`config.mk`:
```
export PLATFORM = sky130hd
export DESIGN_NAME = vram_arbiter_flat
export DESIGN_NICKNAME = d
export VERILOG_FILES = /design/src/rtl/vram_arbiter_if.sv /design/src/rtl/vram_arbiter.sv /design/src/flat_wrapper.sv
export SDC_FILE = /design/constraint.sdc
export NUM_CORES = 1
export LEC_CHECK = 0
export ABC_AREA = 1
export CORE_AREA = 2 2 81 83
export CTS_BUF_LIST = sky130_fd_sc_hd__clkbuf_16
export DETAILED_ROUTE_END_ITERATION = 16
export DIE_AREA = 0 0 83 85
export PLACE_DENSITY_LB_ADDON = 0.15
export SLEW_MARGIN = 40
export SYNTH_ARGS = -nofsm -noshare
export SYNTH_HDL_FRONTEND = slang
export SYNTH_SLANG_ARGS = --single-unit
```
`constraint.sdc`:
```
create_clock -name CLK -period 3.78 [get_ports CLK]
set_clock_uncertainty 0.2 [all_clocks]
set_input_delay 0.756 -clock CLK [delete_from_list [all_inputs] [get_ports CLK]]
set_output_delay 0.756 -clock CLK [all_outputs]
set_load 0.005 [all_outputs]
```
`src/rtl/vram_arbiter_if.sv`:
```
// Display/writer/VRAM signal bundle for the VRAM arbiter.
// The slave side is the arbiter; the master side is the display, writer and memory.
interface vram_arbiter_if;
  logic        PIX_TICK;
  logic        BLANK;
  logic [18:0] PIXEL;
  logic        WR_REQ;
  logic [18:0] WR_ADDR;
  logic [7:0]  WR_DATA;
  logic        WR_ACK;
  logic        WR_ERR;
  logic [18:0] MEM_ADDR;
  logic        MEM_WE;
  logic [7:0]  MEM_DIN;
  logic [7:0]  MEM_DOUT;
  logic [7:0]  RGB_OUT;
  logic        OVERRUN;

  modport slave (
    input  PIX_TICK, BLANK, PIXEL, WR_REQ, WR_ADDR, WR_DATA, MEM_DOUT,
    output WR_ACK, WR_ERR, MEM_ADDR, MEM_WE, MEM_DIN, RGB_OUT, OVERRUN
  );

  modport master (
    output PIX_TICK, BLANK, PIXEL, WR_REQ, WR_ADDR, WR_DATA, MEM_DOUT,
    input  WR_ACK, WR_ERR, MEM_ADDR, MEM_WE, MEM_DIN, RGB_OUT, OVERRUN
  );
endinterface

```
`src/rtl/vram_arbiter.sv`:
```
// Shares one single-port VRAM between display reads (RGB_OUT 3 cycles after a tick, 4-5 if deferred)
// and held writes; a write waits while a display read is active or pending, a lost read sets OVERRUN.
module vram_arbiter #(
  parameter int unsigned ADDR_MAX = 307200
) (
  input logic           CLK,
  input logic           RESET,
  vram_arbiter_if.slave bus
);

  typedef enum logic [1:0] {IDLE = 2'd0, RD = 2'd1, CAP = 2'd2, WR = 2'd3} state_t;

  state_t      state_q, state_d;
  logic        rd_pend_q, rd_pend_d;
  logic [18:0] rd_addr_q, rd_addr_d;
  logic [1:0]  blank_dly_q, blank_dly_d;
  logic [18:0] mem_addr_q, mem_addr_d;
  logic        mem_we_q, mem_we_d;
  logic [7:0]  mem_din_q, mem_din_d;
  logic        wr_ack_q, wr_ack_d;
  logic        wr_err_q, wr_err_d;
  logic [7:0]  rgb_out_q, rgb_out_d;
  logic        overrun_q, overrun_d;

  logic disp_tick, blank_tick, wr_bad;
  logic go_rd, go_wr;

  assign disp_tick  = bus.PIX_TICK & ~bus.BLANK;
  assign blank_tick = bus.PIX_TICK & bus.BLANK;
  assign wr_bad     = 32'(bus.WR_ADDR) >= ADDR_MAX;

  always_comb begin
    state_d     = state_q;
    rd_pend_d   = rd_pend_q;
    rd_addr_d   = rd_addr_q;
    blank_dly_d = {blank_dly_q[0], blank_tick};
    mem_addr_d  = mem_addr_q;
    mem_we_d    = 1'b0;
    mem_din_d   = mem_din_q;
    wr_ack_d    = 1'b0;
    wr_err_d    = 1'b0;
    rgb_out_d   = rgb_out_q;
    overrun_d   = overrun_q;
    go_rd       = 1'b0;
    go_wr       = 1'b0;

    // Every display tick is latched; a second one before service loses the first.
    if (disp_tick) begin
      rd_pend_d = 1'b1;
      rd_addr_d = bus.PIXEL;
      if (rd_pend_q) overrun_d = 1'b1;
    end

    case (state_q)
      IDLE: begin
        if (disp_tick || rd_pend_q) go_rd = 1'b1;
        else if (bus.WR_REQ)        go_wr = 1'b1;
      end
      RD:  state_d = CAP;
      // CAP may hand straight to a write, but only when no read is waiting.
      CAP: begin
        state_d = IDLE;
        if (!disp_tick && !rd_pend_q && bus.WR_REQ) go_wr = 1'b1;
      end
      WR:      state_d = IDLE;
      default: state_d = IDLE;
    endcase

    if (go_rd) begin
      state_d    = RD;
      rd_pend_d  = 1'b0;
      mem_addr_d = disp_tick ? bus.PIXEL : rd_addr_q;
    end

    if (go_wr) begin
      state_d    = WR;
      mem_addr_d = bus.WR_ADDR;
      mem_din_d  = bus.WR_DATA;
      mem_we_d   = ~wr_bad;
      wr_ack_d   = 1'b1;
      wr_err_d   = wr_bad;
    end

    // The blank marker's third stage is the RGB register itself, matching RD/CAP/RGB.
    if (state_q == CAP)      rgb_out_d = bus.MEM_DOUT;
    else if (blank_dly_q[1]) rgb_out_d = 8'h00;
  end

  always_ff @(posedge CLK or negedge RESET) begin
    if (!RESET) begin
      state_q     <= IDLE;
      rd_pend_q   <= 1'b0;
      rd_addr_q   <= '0;
      blank_dly_q <= '0;
      mem_addr_q  <= '0;
      mem_we_q    <= 1'b0;
      mem_din_q   <= '0;
      wr_ack_q    <= 1'b0;
      wr_err_q    <= 1'b0;
      rgb_out_q   <= '0;
      overrun_q   <= 1'b0;
    end else begin
      state_q     <= state_d;
      rd_pend_q   <= rd_pend_d;
      rd_addr_q   <= rd_addr_d;
      blank_dly_q <= blank_dly_d;
      mem_addr_q  <= mem_addr_d;
      mem_we_q    <= mem_we_d;
      mem_din_q   <= mem_din_d;
      wr_ack_q    <= wr_ack_d;
      wr_err_q    <= wr_err_d;
      rgb_out_q   <= rgb_out_d;
      overrun_q   <= overrun_d;
    end
  end

  assign bus.MEM_ADDR = mem_addr_q;
  assign bus.MEM_WE   = mem_we_q;
  assign bus.MEM_DIN  = mem_din_q;
  assign bus.WR_ACK   = wr_ack_q;
  assign bus.WR_ERR   = wr_err_q;
  assign bus.RGB_OUT  = rgb_out_q;
  assign bus.OVERRUN  = overrun_q;

endmodule

```
`src/flat_wrapper.sv`:
```
// flat-port wrapper written by rule: the top's interface ports become plain ports
module vram_arbiter_flat 
#(
  parameter int unsigned ADDR_MAX = 307200
)
  (CLK, RESET, bus_PIX_TICK, bus_BLANK, bus_PIXEL, bus_WR_REQ, bus_WR_ADDR, bus_WR_DATA, bus_MEM_DOUT, bus_WR_ACK, bus_WR_ERR, bus_MEM_ADDR, bus_MEM_WE, bus_MEM_DIN, bus_RGB_OUT, bus_OVERRUN);
  vram_arbiter_if bus_i ();
  input logic CLK;
  input logic RESET;
  input wire logic [$bits(bus_i.PIX_TICK)-1:0] bus_PIX_TICK;
  input wire logic [$bits(bus_i.BLANK)-1:0] bus_BLANK;
  input wire logic [$bits(bus_i.PIXEL)-1:0] bus_PIXEL;
  input wire logic [$bits(bus_i.WR_REQ)-1:0] bus_WR_REQ;
  input wire logic [$bits(bus_i.WR_ADDR)-1:0] bus_WR_ADDR;
  input wire logic [$bits(bus_i.WR_DATA)-1:0] bus_WR_DATA;
  input wire logic [$bits(bus_i.MEM_DOUT)-1:0] bus_MEM_DOUT;
  output wire logic [$bits(bus_i.WR_ACK)-1:0] bus_WR_ACK;
  output wire logic [$bits(bus_i.WR_ERR)-1:0] bus_WR_ERR;
  output wire logic [$bits(bus_i.MEM_ADDR)-1:0] bus_MEM_ADDR;
  output wire logic [$bits(bus_i.MEM_WE)-1:0] bus_MEM_WE;
  output wire logic [$bits(bus_i.MEM_DIN)-1:0] bus_MEM_DIN;
  output wire logic [$bits(bus_i.RGB_OUT)-1:0] bus_RGB_OUT;
  output wire logic [$bits(bus_i.OVERRUN)-1:0] bus_OVERRUN;
  assign bus_i.PIX_TICK = bus_PIX_TICK;
  assign bus_i.BLANK = bus_BLANK;
  assign bus_i.PIXEL = bus_PIXEL;
  assign bus_i.WR_REQ = bus_WR_REQ;
  assign bus_i.WR_ADDR = bus_WR_ADDR;
  assign bus_i.WR_DATA = bus_WR_DATA;
  assign bus_i.MEM_DOUT = bus_MEM_DOUT;
  assign bus_WR_ACK = bus_i.WR_ACK;
  assign bus_WR_ERR = bus_i.WR_ERR;
  assign bus_MEM_ADDR = bus_i.MEM_ADDR;
  assign bus_MEM_WE = bus_i.MEM_WE;
  assign bus_MEM_DIN = bus_i.MEM_DIN;
  assign bus_RGB_OUT = bus_i.RGB_OUT;
  assign bus_OVERRUN = bus_i.OVERRUN;
  vram_arbiter #(.ADDR_MAX(ADDR_MAX)) u_core (.CLK(CLK), .RESET(RESET), .bus(bus_i));
endmodule
```
==> run_results.csv, run 1 <==
group,metric,value,unit
yosys,avgSynthCellArea,7.854,µm²
min_path,min_from,"u_core.blank_dly_q[0]",
placed_design,finalWeightedCongestion,0.8065,
clocking,max-clock-path-buffers,2,
timing,clock.fmax,0.3406,GHz
placed_design,place.port_buffers,97,
placed_design,place_hpwl,5.295,mm
global_routing,globalRouteOverflowTotal,0,
floorplanning,design.portCount,98,
power_and_ir_drop,power.static_leakage,2.282,nW
clocking,cts_setup_buffers,0,
placed_design,placed_cells_incl_taps,541,
clocking,cts_tree,"done",
status,outcome,"complete, no violations",
yosys,yosys_register_bits,63,
cells_and_area,final_cell_area,4268,µm²
clocking,post_cts_hold_buffer_count,0,
drt,via_count,2783,
timing,final_hold_viol_count,0,
clocking,clkTransAtPathRegs,0.06,ns
clocking,clock-sinks,63,
yosys,synthesis.area,3000,µm²
cells_and_area,finish.net_count,534,
cells_and_area,final.fill_count,529,
timing,rsz0062_at_grt,"false",
cells_and_area,flow.area_growth_from_synthesis,42.24,%
floorplanning,placementRows,29,
min_path,worst_hold_path.num_cells,0,
drt,detail_route.first_pass.iterations,4,
job,cap_violations,0,
global_routing,initial_antenna_violation_count,0,
power_and_ir_drop,power.internal,0.002005,W
floorplanning,core_area,6205,µm²
clocking,clock-root-buffer,"sky130_fd_sc_hd__clkbuf_16",
drt,drt-total-wl,7.707,mm
timing,final-setup-viol-count,0,
yosys,synth.lib_cells_used.distinct,20,
cells_and_area,final-instance-count-excl-fill,557,
worst_setup_path,crit_type,"in -> reg",
timing,fin_worst_hold_slack,0.1646,ns
yosys,synthesis.instances,382,
yosys,synth_sequential_area_ratio,52.54,%
drt,wl_per_cell,13.84,µm
worst_setup_path,worst-r2r-setup-slack,1.16,ns
global_routing,maximum_number_of_pins_on_one_net_before_global_route_repair,35,
power_and_ir_drop,p_comb_share,37.3,%
worst_setup_path,critPathArrivalTime,3.00,ns
worst_setup_path,timing.critical_path.from_type,"input pin",
clocking,htree_levels,3,
global_routing,wire_length_of_the_first_global_routing_pass,13.09,mm
drt,drtAntennaViolNets,0,
timing,tightestPinTransition,0.7244,ns
clocking,post_cts.resized_instances,0,
worst_setup_path,cp.required,3.85,ns
min_path,worst_hold_path.endpoint,"u_core.blank_dly_q[1]",
cells_and_area,post_route_cells_drive_above_1_share,6.042,%
clocking,cts_buffers,9,
clocking,clkLatencyLatePin,0.33,ns
timing,fin_setup_tns,0,ns
cells_and_area,antennaDiodeCount,0,
placed_design,detailed_place.area,3970,µm²
yosys,synth_fp_nets,441,
worst_setup_path,rr_startpoint,"u_core.rd_pend_q",
cells_and_area,multi_input_area,982.2,µm²
floorplanning,initial_core_util,48.36,%
min_path,hold_path_class,"reg -> reg",
power_and_ir_drop,power.switching_fraction,33.27,%
floorplanning,die_area,7055,µm²
power_and_ir_drop,pwr_density_cell,704.0,nW/µm²
floorplanning,die_x,83,µm
timing,final.min_clock_period,2.936,ns
timing,layout_worst_path_cycle_share,77.67,%
timing,finalMaxSlewViolations,0,
yosys,synth_largest_area_cell,"sky130_fd_sc_hd__dfrtp_1",
worst_setup_path,regToRegEndpoint,"u_core.bus.MEM_ADDR[15]",
worst_setup_path,timing.reg2reg.worst_path_depth,5,
yosys,netlist_top_cells_area,"sky130_fd_sc_hd__dfrtp_1 53%, sky130_fd_sc_hd__nand2_1 15%, sky130_fd_sc_hd__nand3_1 12%",
power_and_ir_drop,irDropWorstVdd,410.5,µV
global_routing,overall_routing_resource_usage,23.36,%
global_routing,grt_pass1_vias,2826,
worst_setup_path,path_max_fanout,24,
cells_and_area,area.sequential,1577,µm²
drt,via_per_inst,4.996,
yosys,yosysWarningCount,0,
worst_setup_path,category_of_the_worst_setup_path_capture_point,"register",
floorplanning,dieHeight,85,µm
drt,drt_iter0_markers,171,
power_and_ir_drop,clockPowerShare,27.3,%
timing,relSlewSlack,51.65,%
yosys,yosysTopAreaCellShare,52.54,%
power_and_ir_drop,seq_power_share,35.5,%
drt,drc_viols,0,
power_and_ir_drop,netSwitchingPower,0.0009995,W
[state kept, by name, summed over array words and instances (netlist names)]
name	flops
u_core.bus.MEM_ADDR	19
u_core.rd_addr_q	19
u_core.bus.MEM_DIN	8
u_core.bus.RGB_OUT	8
u_core.blank_dly_q	2
u_core.state_q	2
u_core.bus.MEM_WE	1
u_core.bus.OVERRUN	1
u_core.bus.WR_ACK	1
u_core.bus.WR_ERR	1
u_core.rd_pend_q	1
[power by group through the flow]
stage | clock [W] | combinational [W] | sequential (W)
final | 0.000820 | 0.00112 | 0.00107
after detailed placement | 0 | 0.00112 | 0.00106
after global routing | 0.000855 | 0.00126 | 0.00109
after global placement | 0 | 0.00109 | 0.00107
after CTS | 0.000827 | 0.00113 | 0.00107
after floorplan | 0 | 0.000564 | 0.00105
[per-stage QoR]
step | total power, W | setup slack (ns) | utilization [%]
6_report | 0.003005 | 0.8439 | 68.78
5_1_grt | 0.003205 | 0.6392 | 68.78
4_1_cts | 0.003022 | 0.8653 | 68.78
3_5_place_dp | 0.002186 | 0.5395 | 63.98
3_3_place_gp | 0.002157 | 0.6210 | 63.98
2_1_floorplan | 0.001618 | 2.079 | -
[cell usage after synthesis]
cell type                  count
sky130_fd_sc_hd__nand2_2       1
sky130_fd_sc_hd__nor2_1        2
sky130_fd_sc_hd__buf_4         5
sky130_fd_sc_hd__a21oi_1       3
sky130_fd_sc_hd__clkbuf_1      1
sky130_fd_sc_hd__inv_2         2
sky130_fd_sc_hd__nand2_1     116
sky130_fd_sc_hd__nand3_2       1
sky130_fd_sc_hd__o21ai_0       1
sky130_fd_sc_hd__nand4_1      19
sky130_fd_sc_hd__buf_2        11
sky130_fd_sc_hd__buf_6         4
sky130_fd_sc_hd__nor2_2        1
sky130_fd_sc_hd__nand3_1      71
sky130_fd_sc_hd__clkinv_1      1
sky130_fd_sc_hd__o21bai_1      2
sky130_fd_sc_hd__dfrtp_1      63
sky130_fd_sc_hd__buf_1         1
sky130_fd_sc_hd__inv_1        76
sky130_fd_sc_hd__nand3b_1      1
[critical path, stage by stage]
cell and delay (ns):
sky130_fd_sc_hd__clkdlybuf4s50_1 0.50, sky130_fd_sc_hd__inv_2 0.16, sky130_fd_sc_hd__nand2_2 0.21, sky130_fd_sc_hd__nand3_2 0.39
sky130_fd_sc_hd__nand2_1 0.69, sky130_fd_sc_hd__nand3_1 0.17, sky130_fd_sc_hd__nand2_1 0.10
[worst max-delay path by stage]
stage	from	endpoint	slack (ns)	cells after the start
2_1_floorplan	bus_WR_REQ	u_core.bus.MEM_ADDR[10]	2.08	7
3_3_place_gp	bus_BLANK	u_core.bus.MEM_ADDR[17]	0.62	7
3_5_place_dp	bus_BLANK	u_core.bus.MEM_ADDR[15]	0.54	7
4_1_cts	bus_BLANK	u_core.bus.MEM_ADDR[15]	0.87	7
5_1_grt	bus_BLANK	u_core.bus.MEM_ADDR[13]	0.64	7
6_report	bus_BLANK	u_core.bus.MEM_ADDR[15]	0.84	7
[cells in the final DEF (no fill, tap or decap)]
cell,synthesis,routed
sky130_fd_sc_hd__bufinv_16,0,1
sky130_fd_sc_hd__o21ai_0,1,1
sky130_fd_sc_hd__clkbuf_16,0,9
sky130_fd_sc_hd__o21bai_1,2,2
sky130_fd_sc_hd__nand2_2,1,1
sky130_fd_sc_hd__clkinv_2,0,2
sky130_fd_sc_hd__buf_4,5,7
sky130_fd_sc_hd__inv_1,76,76
sky130_fd_sc_hd__a21oi_1,3,3
sky130_fd_sc_hd__clkinv_1,1,1
sky130_fd_sc_hd__nor2_1,2,2
sky130_fd_sc_hd__nor2_2,1,1
sky130_fd_sc_hd__clkinvlp_4,0,2
sky130_fd_sc_hd__nand3b_1,1,1
sky130_fd_sc_hd__inv_2,2,2
sky130_fd_sc_hd__buf_2,11,1
sky130_fd_sc_hd__nand2_1,116,116
sky130_fd_sc_hd__dfrtp_1,63,63
sky130_fd_sc_hd__inv_6,0,1
sky130_fd_sc_hd__nand3_1,71,71
sky130_fd_sc_hd__nand4_1,19,19
sky130_fd_sc_hd__clkinv_4,0,1
sky130_fd_sc_hd__nand3_2,1,1
sky130_fd_sc_hd__clkdlybuf4s50_1,0,96
[cell type report]
| cell class | count | area share (%) |
|---|---|---|
| clock inverters | 7 | 1.700 |
| clock buffers | 9 | 5.277 |
| flip-flops and latches | 63 | 36.94 |
| repair buffers | 104 | 23.86 |
| inverters | 79 | 6.948 |
| multi-input cells | 218 | 23.01 |
| well taps | 77 | 2.257 |
[metal layers]
metal,up-vias,track usage (%),share of wire (%)
met2,117,35.34,47
met4,0,8.346,1.1
met1,1302,31.35,43
li1,1356,-,-
met5,-,0,0
met3,8,8.366,9.1
[logic make-up (layout without fill, tap and decap cells)]
kind of cell | count (synthesis) | in the layout | synth area share [%]
AND/OR/NAND/NOR | 212 | 212 | 31.57
buffers and inverters | 101 | 199 | 14.72
AO/OA/AOI/OAI | 6 | 6 | 1.167
flip-flops | 63 | 63 | 52.54
Note: power is estimated with default switching activity, not from simulation.
==> run 2: changes to the inputs <==
- CORE_AREA: 2 2 81 83 -> 2 2 88 90
- DIE_AREA: 0 0 83 85 -> 0 0 90 92
- clock period: 3.78 -> 2.38 ns (I/O delays scaled with it)
==> run_results.csv, run 2 (same netlist as run 1, synthesis figures left out) <==
group,metric,value,unit
placed_design,finalWeightedCongestion,0.7810,
cells_and_area,finish.net_count,544,
power_and_ir_drop,power.switching_fraction,31.85,%
floorplanning,dieHeight,92,µm
global_routing,globalRouteOverflowTotal,0,
timing,relSlewSlack,72.70,%
power_and_ir_drop,power.internal,0.003346,W
power_and_ir_drop,power.static_leakage,2.346,nW
timing,layout_worst_path_cycle_share,79.69,%
timing,clock.fmax,0.5272,GHz
global_routing,grt_pass1_vias,2786,
drt,drt_iter0_markers,112,
drt,via_per_inst,4.627,
floorplanning,initial_core_util,40.29,%
worst_setup_path,cp.buffers_inverters,1,
power_and_ir_drop,seq_power_share,34.2,%
power_and_ir_drop,irDropWorstVdd,615.0,µV
worst_setup_path,crit_type,"reg -> out",
clocking,clkTransAtPathRegs,0.05,ns
clocking,clock-sinks,63,
floorplanning,die_area,8280,µm²
timing,final.min_clock_period,1.897,ns
worst_setup_path,timing.critical_path.from_type,"register",
drt,drtAntennaViolNets,0,
power_and_ir_drop,p_comb_share,37.9,%
clocking,clock-root-buffer,"sky130_fd_sc_hd__clkbuf_16",
drt,detail_route.first_pass.iterations,6,
timing,final_hold_viol_count,0,
cells_and_area,final_common_cell,"sky130_fd_sc_hd__nand2_1",
worst_setup_path,critPathArrivalTime,1.22,ns
power_and_ir_drop,clockPowerShare,27.8,%
placed_design,place.port_buffers,97,
placed_design,place_hpwl,5.196,mm
cells_and_area,post_route_cells_drive_above_1_share,7.755,%
worst_setup_path,path_max_fanout,2,
job,cap_violations,0,
floorplanning,core_area,7447,µm²
cells_and_area,final.fill_count,690,
clocking,cts_tree,"done",
clocking,cts_buffers,9,
clocking,post_cts_hold_buffer_count,1,
drt,drc_viols,0,
floorplanning,placementRows,32,
floorplanning,die_x,90,µm
worst_setup_path,timing.critical_path.depth,1,
global_routing,wire_length_of_the_first_global_routing_pass,12.94,mm
worst_setup_path,critPathTopFamily,"buffers and inverters",
cells_and_area,most-common-layout-cells,"116 x sky130_fd_sc_hd__nand2_1, 96 x sky130_fd_sc_hd__clkdlybuf4s50_1, 76 x sky130_fd_sc_hd__inv_1",
cells_and_area,flow.area_growth_from_synthesis,46.79,%
worst_setup_path,timing.reg2reg.worst_path_depth,7,
cells_and_area,antennaDiodeCount,0,
clocking,clkLatencyLatePin,0.32,ns
drt,via_count,2739,
timing,fin_setup_tns,0,ns
timing,tightestPinTransition,0.4091,ns
min_path,hold_path_class,"reg -> reg",
global_routing,maximum_number_of_pins_on_one_net_before_global_route_repair,64,
timing,rsz0062_at_grt,"false",
clocking,cts_setup_buffers,0,
timing,finalMaxSlewViolations,0,
power_and_ir_drop,pwr_density_cell,1115,nW/µm²
clocking,htree_levels,3,
status,outcome,"complete, no violations",
drt,wl_per_cell,13.00,µm
worst_setup_path,category_of_the_worst_setup_path_capture_point,"output pin",
clocking,post_cts.resized_instances,0,
timing,final-setup-viol-count,0,
worst_setup_path,timing.critical_path.cells,"clkdlybuf4s50_1",
min_path,worst_hold_path.num_cells,0,
floorplanning,design.portCount,98,
worst_setup_path,critical_path.max_stage_delay,0.52,ns
global_routing,initial_antenna_violation_count,1,
power_and_ir_drop,report.power.total,0.004910,W
worst_setup_path,critical_path.slowest_cell,"sky130_fd_sc_hd__clkdlybuf4s50_1",
clocking,max-clock-path-buffers,2,
worst_setup_path,cp.required,1.70,ns
power_and_ir_drop,netSwitchingPower,0.001564,W
drt,drt-total-wl,7.697,mm
global_routing,overall_routing_resource_usage,19.39,%
[run 2: cell types whose count changed in the layout (fill, tap and decap cells not counted)]
cell | before | now
sky130_fd_sc_hd__clkinvlp_4 | 2 | 1
sky130_fd_sc_hd__clkinv_2 | 2 | 4
sky130_fd_sc_hd__dlygate4sd3_1 | 0 | 1
sky130_fd_sc_hd__inv_6 | 1 | 0
sky130_fd_sc_hd__buf_12 | 0 | 1
sky130_fd_sc_hd__buf_4 | 7 | 15
sky130_fd_sc_hd__bufinv_16 | 1 | 2
sky130_fd_sc_hd__clkinv_4 | 1 | 0
[run 2: power by group through the flow]
stage          Combinational (W)  Clock, W  Sequential [W]
2_1_floorplan           0.000895         0         0.00167
3_3_place_gp             0.00183         0         0.00169
3_5_place_dp             0.00187         0         0.00168
4_1_cts                  0.00189   0.00139         0.00168
5_1_grt                  0.00207   0.00144         0.00173
6_report                 0.00186   0.00137         0.00168
[run 2: worst register-to-register path: stages, from the launching register on]
cell and delay (ns):
sky130_fd_sc_hd__dfrtp_1 0.35, sky130_fd_sc_hd__inv_1 0.31, sky130_fd_sc_hd__nand2_1 0.11, sky130_fd_sc_hd__nand2_1 0.11, sky130_fd_sc_hd__nand2_1 0.09, sky130_fd_sc_hd__buf_4 0.18, sky130_fd_sc_hd__nand3_1 0.10, sky130_fd_sc_hd__nand2_1 0.06
[run 2: metrics by stage]
stage          hold slack, ns  setup WS [ns]  cell area, µm²  util (%)  cells
6_report               0.1559         0.4833            4404     59.14    592
5_1_grt                0.1731         0.4586            4404     59.14    592
4_1_cts                0.1561         0.4909            4404     59.14    592
3_5_place_dp           0.1443         0.3170            4081     54.81    575
3_3_place_gp           0.1351         0.3430            4081     54.81    575
2_1_floorplan        -0.01959         0.9592            3000         -    382
[run 2: metal layers]
layer	global-route usage [%]	share of wire, %	vias to the layer above	wire length (µm)
met5	0	0.17	-	13
met4	7.692	1.7	2	129
met3	4.848	5.9	11	452
met2	31.70	46	83	3560
met1	24.83	46	1263	3541
li1	-	-	1380	-
[run 2: layout make-up]
| cell class | count | area [µm²] | share of cell area, % |
|---|---|---|---|
| Sequential cell | 63 | 1577 | 35.80 |
| Clock buffer | 9 | 225.2 | 5.114 |
| Tap cell | 102 | 127.6 | 2.898 |
| Multi-Input combinational cell | 218 | 982.2 | 22.30 |
| Clock inverter | 7 | 87.58 | 1.989 |
| Timing Repair Buffer | 114 | 1109 | 25.17 |
| Inverter | 79 | 296.5 | 6.733 |
[run 2: final timing paths]
path / from / endpoint / slack (ns)
setup / recovery: u_core.bus.MEM_ADDR[7] / bus_MEM_ADDR[7] / 0.48
hold / removal: u_core.blank_dly_q[0] / u_core.blank_dly_q[1] / 0.16
setup reg to reg: u_core.rd_pend_q / u_core.bus.MEM_ADDR[3] / 0.76
hold reg to reg: u_core.blank_dly_q[0] / u_core.blank_dly_q[1] / 0.16
max in group asynchronous: RESET / u_core.bus.MEM_ADDR[16] / 1.19
min in group asynchronous: RESET / u_core.bus.RGB_OUT[1] / 0.50
